===== config.mk =====
export PLATFORM = sky130hd
export DESIGN_NAME = dma_reg_xfer_ctrl
export DESIGN_NICKNAME = d
export VERILOG_FILES = /design/src/rtl/dma_reg_xfer_ctrl.sv
export SDC_FILE = /design/constraint.sdc
export NUM_CORES = 1
export LEC_CHECK = 0
export ABC_CLOCK_PERIOD_IN_PS = 4100
export CORE_MARGIN = 2
export CORE_UTILIZATION = 55
export DETAILED_ROUTE_END_ITERATION = 12
export PLACE_DENSITY = 0.82
export SYNTH_ARGS = -nofsm -noshare
export SYNTH_HDL_FRONTEND = slang
export SYNTH_SLANG_ARGS = --single-unit

===== constraint.sdc =====
create_clock -name clk -period 4.1 [get_ports clk]
set_clock_uncertainty 0.1 [all_clocks]
set_input_delay 0.615 -clock clk [delete_from_list [all_inputs] [get_ports clk]]
set_output_delay 0.615 -clock clk [all_outputs]
set_load 0.005 [all_outputs]

===== src/rtl/dma_reg_xfer_ctrl.sv =====
// dma_reg_xfer_ctrl
// Register-mapped DMA control block. Decodes the register bus into a small
// register file (CTRL, SRC_ADDR, DST_ADDR, LENGTH, STATUS, XFER_COUNT) and
// runs a word-transfer engine that presents source/destination address
// pairs on a req/ack handshake. Completion is reported through sticky
// STATUS.DONE and a registered level interrupt.
//
// Build option: define DMA_REG_XFER_COUNT_EN to build the XFER_COUNT
// register and its counter. Without it, +0x14 stays mapped but reads 0 and
// ignores writes.

module dma_reg_xfer_ctrl #(
  parameter logic [31:0] BASE_ADDR = 32'h0000_0400,
  parameter int unsigned LEN_W     = 16
) (
  input  logic        clk,
  input  logic        rst_n,
  input  logic        wr_en,
  input  logic        rd_en,
  input  logic [31:0] addr,
  input  logic [31:0] wdata,
  output logic [31:0] rdata,
  output logic        xfer_req,
  input  logic        xfer_ack,
  output logic [31:0] xfer_src,
  output logic [31:0] xfer_dst,
  output logic        irq
);

  typedef enum logic [1:0] {
    ST_IDLE = 2'd0,
    ST_XFER = 2'd1,
    ST_DONE = 2'd2
  } state_t;

  state_t state;
  state_t state_next;

  // Programmed registers (never touched by the engine)
  logic [31:0]      src_reg;
  logic [31:0]      dst_reg;
  logic [LEN_W-1:0] len_reg;
  logic             irq_en;

  // Engine working copies
  logic [31:0]      work_src;
  logic [31:0]      work_dst;
  logic [LEN_W-1:0] remaining;

  // Sticky status flags
  logic done_flag;
  logic err_flag;

  // Address decode
  logic sel_ctrl, sel_src, sel_dst, sel_len, sel_stat, sel_cnt, mapped;
  logic wr_ctrl, wr_src, wr_dst, wr_len, wr_stat;

  // Control strobes
  logic start_cmd, abort_cmd, busy, ack_fire;
  logic load_work, set_done, abort_err;
  logic err_set, done_clr, err_clr;

  logic [31:0] rd_val;
  logic [31:0] count_rd;

  // Exact-match decode; unaligned addresses can never equal a register address
  assign sel_ctrl = (addr == BASE_ADDR);
  assign sel_src  = (addr == BASE_ADDR + 32'h04);
  assign sel_dst  = (addr == BASE_ADDR + 32'h08);
  assign sel_len  = (addr == BASE_ADDR + 32'h0C);
  assign sel_stat = (addr == BASE_ADDR + 32'h10);
  assign sel_cnt  = (addr == BASE_ADDR + 32'h14);
  assign mapped   = sel_ctrl | sel_src | sel_dst | sel_len | sel_stat | sel_cnt;

  assign wr_ctrl = wr_en & sel_ctrl;
  assign wr_src  = wr_en & sel_src;
  assign wr_dst  = wr_en & sel_dst;
  assign wr_len  = wr_en & sel_len;
  assign wr_stat = wr_en & sel_stat;

  assign start_cmd = wr_ctrl & wdata[0];
  assign abort_cmd = wr_ctrl & wdata[2];
  assign busy      = (state != ST_IDLE);
  assign ack_fire  = (state == ST_XFER) & xfer_ack;

  assign done_clr = wr_stat & wdata[1];
  assign err_clr  = wr_stat & wdata[2];

  // Illegal accesses: unmapped writes, config writes or START while busy, abort
  assign err_set = abort_err
                 | (wr_en & ~mapped)
                 | (busy & (wr_src | wr_dst | wr_len | start_cmd));

  assign xfer_req = (state == ST_XFER);
  assign xfer_src = work_src;
  assign xfer_dst = work_dst;

  // Next-state logic; the working registers are loaded on every accepted
  // START so REMAINING reads 0 after a zero-length transfer completes
  always_comb begin
    state_next = state;
    load_work  = 1'b0;
    set_done   = 1'b0;
    abort_err  = 1'b0;
    unique case (state)
      ST_IDLE: begin
        if (start_cmd) begin
          load_work = 1'b1;
          if (len_reg != '0) begin
            state_next = ST_XFER;
          end else begin
            state_next = ST_DONE;
          end
        end
      end
      ST_XFER: begin
        if (abort_cmd) begin
          abort_err  = 1'b1;
          state_next = ST_IDLE;
        end else if (ack_fire && (remaining == LEN_W'(1))) begin
          state_next = ST_DONE;
        end
      end
      ST_DONE: begin
        set_done   = 1'b1;
        state_next = ST_IDLE;
      end
      default: begin
        state_next = ST_IDLE;
      end
    endcase
  end

  // State register
  always_ff @(posedge clk or negedge rst_n) begin
    if (!rst_n) begin
      state <= ST_IDLE;
    end else begin
      state <= state_next;
    end
  end

  // Programmed configuration registers; config writes are dropped while busy
  always_ff @(posedge clk or negedge rst_n) begin
    if (!rst_n) begin
      src_reg <= 32'd0;
      dst_reg <= 32'd0;
      len_reg <= '0;
      irq_en  <= 1'b0;
    end else begin
      if (wr_src && !busy) begin
        src_reg <= wdata;
      end
      if (wr_dst && !busy) begin
        dst_reg <= wdata;
      end
      if (wr_len && !busy) begin
        len_reg <= wdata[LEN_W-1:0];
      end
      if (wr_ctrl) begin
        irq_en <= wdata[1];
      end
    end
  end

  // Working address/count registers advance one word per accepted handshake
  always_ff @(posedge clk or negedge rst_n) begin
    if (!rst_n) begin
      work_src  <= 32'd0;
      work_dst  <= 32'd0;
      remaining <= '0;
    end else if (load_work) begin
      work_src  <= src_reg;
      work_dst  <= dst_reg;
      remaining <= len_reg;
    end else if (ack_fire) begin
      work_src  <= work_src + 32'd4;
      work_dst  <= work_dst + 32'd4;
      remaining <= remaining - LEN_W'(1);
    end
  end

  // Sticky DONE/ERR flags; a set in the same cycle as a W1C clear wins
  always_ff @(posedge clk or negedge rst_n) begin
    if (!rst_n) begin
      done_flag <= 1'b0;
      err_flag  <= 1'b0;
    end else begin
      if (set_done) begin
        done_flag <= 1'b1;
      end else if (done_clr) begin
        done_flag <= 1'b0;
      end
      if (err_set) begin
        err_flag <= 1'b1;
      end else if (err_clr) begin
        err_flag <= 1'b0;
      end
    end
  end

  // Level interrupt, registered from the current DONE and IRQ_EN state
  always_ff @(posedge clk or negedge rst_n) begin
    if (!rst_n) begin
      irq <= 1'b0;
    end else begin
      irq <= done_flag & irq_en;
    end
  end

`ifdef DMA_REG_XFER_COUNT_EN
  logic [31:0] xfer_count;

  // Running total of accepted words since reset, wraps at 2^32
  always_ff @(posedge clk or negedge rst_n) begin
    if (!rst_n) begin
      xfer_count <= 32'd0;
    end else if (ack_fire) begin
      xfer_count <= xfer_count + 32'd1;
    end
  end

  assign count_rd = xfer_count;
`else
  assign count_rd = 32'd0;
`endif

  // Read mux built from pre-write register values
  always_comb begin
    rd_val = 32'd0;
    if (sel_ctrl) begin
      rd_val = {30'd0, irq_en, 1'b0};
    end else if (sel_src) begin
      rd_val = src_reg;
    end else if (sel_dst) begin
      rd_val = dst_reg;
    end else if (sel_len) begin
      rd_val = 32'(len_reg);
    end else if (sel_stat) begin
      rd_val = {16'(remaining), 13'd0, err_flag, done_flag, busy};
    end else if (sel_cnt) begin
      rd_val = count_rd;
    end
  end

  // Registered read data, held when no read is issued
  always_ff @(posedge clk or negedge rst_n) begin
    if (!rst_n) begin
      rdata <= 32'd0;
    end else if (rd_en) begin
      rdata <= rd_val;
    end
  end

endmodule

# --- Word level (Yosys, flattened, before mapping) ---
# Index checks and enable logic that the tools add are counted.
# W data, S select, Z words.
totals:
  reg_bits: 198
  in_bits: 69
  out_inout_bits: 98
  word_cells: 87
op_classes:
  addsub: 3
  eq_ne: 11
  mux: 25
  n_bitwise: 24
  n_reduce_logical: 12
ops:
  columns: ["cell", "n"]
  rows:
  - ["$mux W32", 9]
  - ["$eq A32 B11 Y1 const B", 6]
  - ["$add A32 B3 Y32 const B", 2]
  - ["$mux W16", 2]
  - ["$eq A16 B1 Y1 const B", 1]
  - ["$reduce_bool A16 Y1", 1]
  - ["$sub A16 B1 Y16 const B", 1]
  - ["$and A1 B1 Y1", 13]
  - ["$or A1 B1 Y1", 10]
  - ["$mux W1", 9]
  - ["$mux W2", 4]
  - ["$reduce_bool A2 Y1", 4]
  - ["$logic_and A1 B1 Y1", 4]
  - ["$pmux W2 S2", 1]
  - ["$ne A3 B1 Y1 const B", 1]
  - ["$eq A2 B1 Y1 const B", 1]
  - ["$eq A2 B2 Y1 const B", 1]
  - ["$logic_not A2 Y1", 1]
  - ["$ne A2 B2 Y1 const B", 1]
  - ["$reduce_and A2 Y1", 1]
  - ["$logic_not A1 Y1", 1]
  - ["$not A1 Y1", 1]

# --- Logic depth before layout (Yosys ltp) ---
# Gate-level depths: netlist (run 1).
logic_depth:
  depth_word: 11
  depth_mapped: 9

# --- Worst setup path after synthesis (run 1) ---
# No wires, ideal clock.
synth_path:
  path_kind: "input to register"
  startpoint: "input port addr[13]"
  endpoint: "register dst_reg[10]"
  setup_ns: 0.127
  arrival_time_ns: 2.362
  t_required_ns: 3.873
  slack_ns: 1.510
  cell_stages: 6
  n_path_buf: 1
  path_cell_list: "nor4b_1 > nand4_2 > nor2_4 > nor4b_4 > buf_6 > mux2_1"
synth_between:
  elab_chain_len: 3
synth_rtl:
  columns: ["element", "line_no", "rtl"]
  rows:
  - ["start, declared", "20", "input logic [31:0] addr,"]
  - ["$eq A32 B11 Y1", "69", "assign sel_dst = (addr == BASE_ADDR + 32'h08);"]
  - ["$and A1 B1 Y1", "77", "assign wr_dst = wr_en & sel_dst;"]
  - ["$logic_and A1 B1 Y1", "154", "if (wr_dst && !busy) begin"]
  - ["end signal, assigned", "155", "dst_reg <= wdata;"]
  - ["end, declared", "41", "logic [31:0] dst_reg;"]
# Every way passes these cells.
# A chain may end at the register's enable or synchronous reset.

# --- Worst setup path in the final report (run 1) ---
layout_path:
  startpoint: "input port addr[4]"
  endpoint: "register work_dst[31] (netlist: xfer_dst[31])"
layout_between:
  elab_chain_len: 6
layout_rtl:
  columns: ["element", "line_no", "rtl"]
  rows:
  - ["$eq A32 B11 Y1 (*)", "67", "assign sel_ctrl = (addr == BASE_ADDR);"]
  - ["$and A1 B1 Y1 (*)", "75", "assign wr_ctrl = wr_en & sel_ctrl;"]
  - ["$and A1 B1 Y1 (*)", "81", "assign start_cmd = wr_ctrl & wdata[0];"]
  - ["$mux W1 (*)", "107", "if (start_cmd) begin"]
  - ["$mux W1 (*)", "105", "unique case (state)"]
  - ["$mux W32 or $reduce_bool A2 Y1 (tied branches)", null, null]
  - ["end signal, assigned", "174", "work_dst <= dst_reg;"]
  - ["end signal, assigned", "178", "work_dst <= work_dst + 32'd4;"]
  - ["end, declared", "47", "logic [31:0] work_dst;"]
# Every way passes the cells marked *; elsewhere a longest branch is shown, timed or not.

==> results of run 1 <==
==> where the power goes <==
part / internal [W] / switching, W / total (W)
combinational: 0.0000789 / 0.000103 / 0.000181
sequential: 0.00195 / 0.000000364 / 0.00195
clock: 0.000838 / 0.000861 / 0.00170
==> metrics by stage <==
step	total power (W)	util (%)
3_3_place_gp	0.00217	65.8
6_report	0.00383	69.0
5_1_grt	0.00393	69.0
4_1_cts	0.00383	69.0
2_1_floorplan	0.00203	-
3_5_place_dp	0.00217	65.8
==> kinds of logic (layout without fill, tap and decap cells) <==
group	after synthesis	count (layout)	synth area share [%]
and+or+nand+nor	352	352	18.1
AOI/OAI and AO/OA	259	259	16.9
DFF	198	198	48.0
buffers and inverters	121	282	4.89
muxes	98	98	10.5
xor gates and xnor gates	13	13	1.10
adders and majority gates	4	4	0.485
==> worst reg2reg max path: stages, from the launching register on <==
cell	delay [ps]
dfrtp_1	540
nor2_1	160
and3_1	330
nand4_1	150
buf_4	590
nand2_1	420
o21ai_0	290
==> layer usage <==
metal	up-vias	routed length (um)
li1	4197	-
met1	4677	12900
met2	613	14400
met3	67	3320
met4	0	793
met5	-	0
==> placed cells by master (no fill, tap or decap), types with 23 or more instances in the layout <==
cell and n:
nor4_1 24, mux2_2 50, mux2_1 31, a21oi_1 85, inv_1 53, dfrtp_1 198, nor2_1 63, nand3_1 61
clkdlybuf4s50_1 164, nand2_1 83, buf_4 28, o21ai_0 36, nand4_1 23
==> worst min path at each step <==
stage | startpoint | end | slack [ps] | depth (start not counted)
CTS | rst_n | xfer_dst[20]$_DFFE_PN0P_ | 210 | 1
finish | rst_n | xfer_dst[24]$_DFFE_PN0P_ | 140 | 1
global placement | dst_reg[24]$_DFFE_PN0P_ | dst_reg[24]$_DFFE_PN0P_ | 390 | 1
global route | rst_n | xfer_dst[24]$_DFFE_PN0P_ | 230 | 1
floorplan | rst_n | done_flag$_DFFE_PN0P_ | 220 | 0
detailed placement | src_reg[0]$_DFFE_PN0P_ | xfer_src[0]$_DFFE_PN0P_ | 400 | 2
==> final cells by class <==
type	instances	share of cell area (%)
Clock buffer	18	3.43
Clock inverter	14	1.17
Inverter	54	1.58
Multi-Input combinational cell	726	38.0
Sequential cell	198	38.6
Tap cell	234	2.28
Timing Repair Buffer	196	14.9
==> impl_metrics.ini, run 1 <==
[critical_path]
worst_ep_required_time_ps = 4320
cp_data_arrival_time_ps = 3020
critical_path.startpoint = addr[4]
crit_fanout = 9
cp-start-kind = input port
critical_path.slowest_cell = or4_1
crit_cells = 6
rrSetupSlack_ps = 1420
cp-end-kind = flop
worst-setup-path-type = in -> reg
cp_top_family = simple AND/OR/NAND/NOR gates
worstPathCellList = clkdlybuf4s50_1 -> nor4_2 -> nand4_2 -> or4_1 -> mux2i_1 -> o211ai_1
critical_path.endpoint = xfer_dst[31]$_DFFE_PN0P_
timing.rr.end = remaining[2]$_DFFE_PN0P_
cp_num_buf_inv = 1
r2r-start = state[1]$_DFFE_PN0P_
worst-r2r-cell-count = 6
worst_path_largest_cell_delay_ps = 870

[placement]
dp.cells = 1408
place_ws_ps = 886
routabilityCongestion = 0.958
detailedPlacementHpwl_mm = 21.9
dpl-instance-area_um2 = 12200
io_buffer_count = 166

[yosys]
syn_nets = 1118
synth_cell_type_count = 66
synth_edf_count = 0
synth_async_sr_flop_share_pct = 100
prevailing_post_synth_register_cell = dfrtp_1
synth-seq-cells = 198
post_synth.cell_area_avg_um2 = 9.88
synth_largest_type_area_fraction_pct = 48.0
netlist_area_um2 = 10300
synth_warnings = 0
synthDominantAreaCellType = dfrtp_1
most_instantiated_library_cell_after_synthesis = dfrtp_1
netlist_instances = 1045
netlist_top_cells_area = dfrtp_1, mux2_2, a21oi_1
synth_sequential_area_ratio_pct = 48.0
netlist_top_cells_count = dfrtp_1, a21oi_1, nand2_1

[clock_tree]
ctsResizeCount = 0
clk_pin_slew_worst_paths_ps = 70
cts_tree = built
clock_latency_reported_for_the_late_side_of_the_worst_skew_pair_ps = 450
cts_inserted_buffers = 17
count_of_h_tree_levels_built_during_cts = 4
cts_post_setup_buffers_inserted = 0
clockRootBuffer = clkbuf_16
cts_buffer_depth = 2
cts.hold.buffers_added = 0
clock-sinks = 198

[finish]
layout-drive-gt1-share_pct = 10.9
fill_cells = 1384
area_of_combinational_cells_with_multiple_inputs_um2 = 4870
area_delta_synth_final_pct = 24.1
instances_no_fill = 1440
net_total_in_the_final_layout = 1266
register_area_um2 = 4950
insertedDiodeCount = 0
stdcell_area_um2 = 12800

[detailed_routing]
vias = 9554
drcViolationCount = 0
via_per_inst = 6.63
drt_pre_antenna_iters = 6
drtIter0Drc = 1368
routedWlPerCell_um = 21.8
postRouteWirelength_mm = 31.4
ant_nets = 0

[sta]
max_slew_margin_pct = 41.5
final_max_slew_viol_count = 0
timing.final.setup_violations = 0
layout_worst_path_cycle_share_pct = 68.1
period_needed_ps = 2790
grt_setup_unrepaired = false
fin_hold_ws_ps = 145
max_freq_mhz = 358
setup_tns_ps = 0
fin_ws_ps = 1310
final_hold_viol_count = 0
worstMarginPinSlew_ps = 877

[die]
dieArea_um2 = 19900
fp.coreArea_um2 = 18600
die_outline_height_um = 141
initial_utilization_pct = 55.6
floorplan.die.width_um = 141
fp-row-count = 50
io_pins = 167

[global_route]
global_route_wire_length_before_repair_mm = 49.2
global_route_track_usage_on_met1_pct = 44.8
maximum_number_of_pins_on_one_net_before_global_route_repair = 109
grt-busiest-layer = met2
grt_antenna_before_repair = 0
grtUsageTotal_pct = 31.8
grt_util_met3_pct = 7.44
grt-ovfl-total = 0
vias_in_the_first_global_route = 8946
global_route.usage.met2_pct = 49.0

[power_and_ir_drop]
p_leak_nw = 5.68
powerDensity_nw_per_um2 = 299
power.ir.vdd_worst_v = 0.000311

[worst_hold_path]
kind_of_path_behind_the_tightest_hold_check = in -> async

[status]
outcome = finished, final reports clean

[flow_run]
maxCapViolCount = 0
Power figures use the tool's default switching activity.
==> run 2: changes to the inputs <==
Settings changed: ABC_CLOCK_PERIOD_IN_PS 4100 to 2700, CORE_UTILIZATION 55 to 54, PLACE_DENSITY 0.82 to 0.8.
Clock period 4.1 ns to 2.7 ns, I/O delays scaled along.
==> run 2 against run 1 <==
Combinational power is 62% higher. Critical path depth is 1 higher. Sequential share of layout area fell by 1.3 points. Non-clock buffer count grew 34. Utilization increased by 1.9 points. Worst setup slack got worse by 980 ps. Sequential cell count is the same. Final cell count is 2.4% higher. Count of clock-buffer cells in the layout decreased by 1. Power rose by 55%. Hold slack improved by 240 ps. Die area increased by 1.8%. Largest power group unchanged.
==> impl_metrics.ini, run 2 (synthesis results as in run 1) <==
[finish]
insertedDiodeCount = 0
finalCoreUtilization_pct = 70.9
net_total_in_the_final_layout = 1300
layout_common_cells = dfrtp_1, clkdlybuf4s50_1, a21oi_1
instances_no_fill = 1474
area_delta_synth_final_pct = 28.4
layout-drive-gt1-share_pct = 13.3
layout.cells.most_common = dfrtp_1

[critical_path]
rrSetupSlack_ps = 370
r2r-start = xfer_src[9]$_DFFE_PN0P_
critical_path.startpoint = addr[22]
critical_path.endpoint = len_reg[15]$_DFFE_PN0P_
worst-setup-path-type = in -> reg
worst_ep_required_time_ps = 2920
worst-r2r-cell-count = 5
crit_fanout = 16
cp_data_arrival_time_ps = 2600
cp-end-kind = flop
cp-start-kind = input port
timing.rr.end = xfer_src[29]$_DFFE_PN0P_

[sta]
max_slew_margin_pct = 55.9
period_needed_ps = 2380
final_hold_viol_count = 0
layout_worst_path_cycle_share_pct = 88.1
grt_setup_unrepaired = false
max_freq_mhz = 421
timing.final.setup_violations = 0
final_max_slew_viol_count = 0
worstMarginPinSlew_ps = 661

[power_and_ir_drop]
p_leak_nw = 5.90
netSwitchingFraction_pct = 23.1
comb_power_share_pct = 4.9
pwr-share-clk_pct = 45.3
internal_power_w = 0.00458
powerDensity_nw_per_um2 = 449
power.net_switching_w = 0.00138
power.ir.vdd_worst_v = 0.000453
sequentialPowerShare_pct = 49.8

[global_route]
maximum_number_of_pins_on_one_net_before_global_route_repair = 80
grt_antenna_before_repair = 0
grtUsageTotal_pct = 31.9
global_route_wire_length_before_repair_mm = 50.2
grt-ovfl-total = 0
vias_in_the_first_global_route = 9285

[placement]
routabilityCongestion = 0.913
detailedPlacementHpwl_mm = 22.9
io_buffer_count = 166
dp.cells = 1441

[clock_tree]
count_of_h_tree_levels_built_during_cts = 4
cts_inserted_buffers = 17
clock-sinks = 198
cts_buffer_depth = 2
cts.hold.buffers_added = 1
cts_tree = built
clockRootBuffer = clkbuf_16
ctsResizeCount = 0
clk_pin_slew_worst_paths_ps = 70
cts_post_setup_buffers_inserted = 0
clock_latency_reported_for_the_late_side_of_the_worst_skew_pair_ps = 440

[detailed_routing]
routedWlPerCell_um = 21.6
postRouteWirelength_mm = 31.8
vias = 9665
via_per_inst = 6.56
drcViolationCount = 0
ant_nets = 0
drt_pre_antenna_iters = 6
drtIter0Drc = 1307

[die]
dieArea_um2 = 20200
die_outline_height_um = 142
floorplan.die.width_um = 142
fp.coreArea_um2 = 18700
io_pins = 167
fp-row-count = 50
initial_utilization_pct = 55.2

[status]
outcome = finished, final reports clean

[worst_hold_path]
kind_of_path_behind_the_tightest_hold_check = reg -> reg

[flow_run]
maxCapViolCount = 0
run 2: cell types whose count changed in the layout (fill, tap and decap cells not counted), moves of 2 or more:
| cell | delta |
|---|---|
| clkinv_8 | -2 |
| bufinv_16 | +3 |
| inv_8 | -3 |
| clkinv_4 | +2 |
| clkinvlp_4 | +3 |
| buf_4 | +21 |
| inv_6 | -3 |
| buf_12 | +12 |
run 2: stage by stage:
| stage | cell area [um^2] | setup slack [ps] | hold slack, ps | power [W] | TNS, ps |
|---|---|---|---|---|---|
| after floorplan | 10300 | 320 | 9.41 | 0.00309 | 0 |
| after global placement | 12600 | -79.9 | 348 | 0.00331 | -4000 |
| after detailed placement | 12600 | -130 | 366 | 0.00332 | -7590 |
| after CTS | 13300 | 318 | 381 | 0.00597 | 0 |
| after global routing | 13300 | 185 | 421 | 0.00610 | 0 |
| final | 13300 | 322 | 388 | 0.00596 | 0 |
run 2: worst min-delay path by stage:
stage,slack [ps],depth (start not counted),end,from
after floorplan,9,0,done_flag$_DFFE_PN0P_,rst_n
after global placement,350,2,xfer_dst[0]$_DFFE_PN0P_,xfer_dst[0]$_DFFE_PN0P_
after detailed placement,370,2,xfer_dst[0]$_DFFE_PN0P_,xfer_dst[0]$_DFFE_PN0P_
after CTS,380,3,rdata[18]$_DFFE_PN0P_,addr[2]
after global routing,420,2,xfer_dst[0]$_DFFE_PN0P_,xfer_dst[0]$_DFFE_PN0P_
final,390,2,xfer_src[1]$_DFFE_PN0P_,xfer_src[1]$_DFFE_PN0P_
run 2: layout make-up:
class / count / area, um^2
repair buffers: 230 / 2320
clock inverters: 15 / 193
fillers: 1368 / 5450
clock buffers: 17 / 425
inverters: 54 / 203
well taps: 234 / 293
flip-flops and latches: 198 / 4950
multi-input cells: 726 / 4870
run 2: power by group through the flow:
stage	combinational, W	sequential (W)	clock (W)
5_1_grt	0.000317	0.00296	0.00282
2_1_floorplan	0.0000656	0.00302	0
6_report	0.000294	0.00296	0.00270
3_5_place_dp	0.000293	0.00302	0
3_3_place_gp	0.000290	0.00302	0
4_1_cts	0.000295	0.00296	0.00271
run 2: layer usage:
metal	wire length (um)	up-vias	global-route usage [%]
li1	-	4274	-
met1	13000	4708	44.2
met2	14800	607	51.2
met3	3080	76	6.66
met4	798	0	9.38
met5	0	-	0
run 2: worst max-delay path, cell delays in order:
cell             delay [ps]
clkdlybuf4s50_1         410
nor4_2                  400
nand4_2                 240
buf_4                   250
nor4_4                  340
buf_12                  200
mux2_2                  350
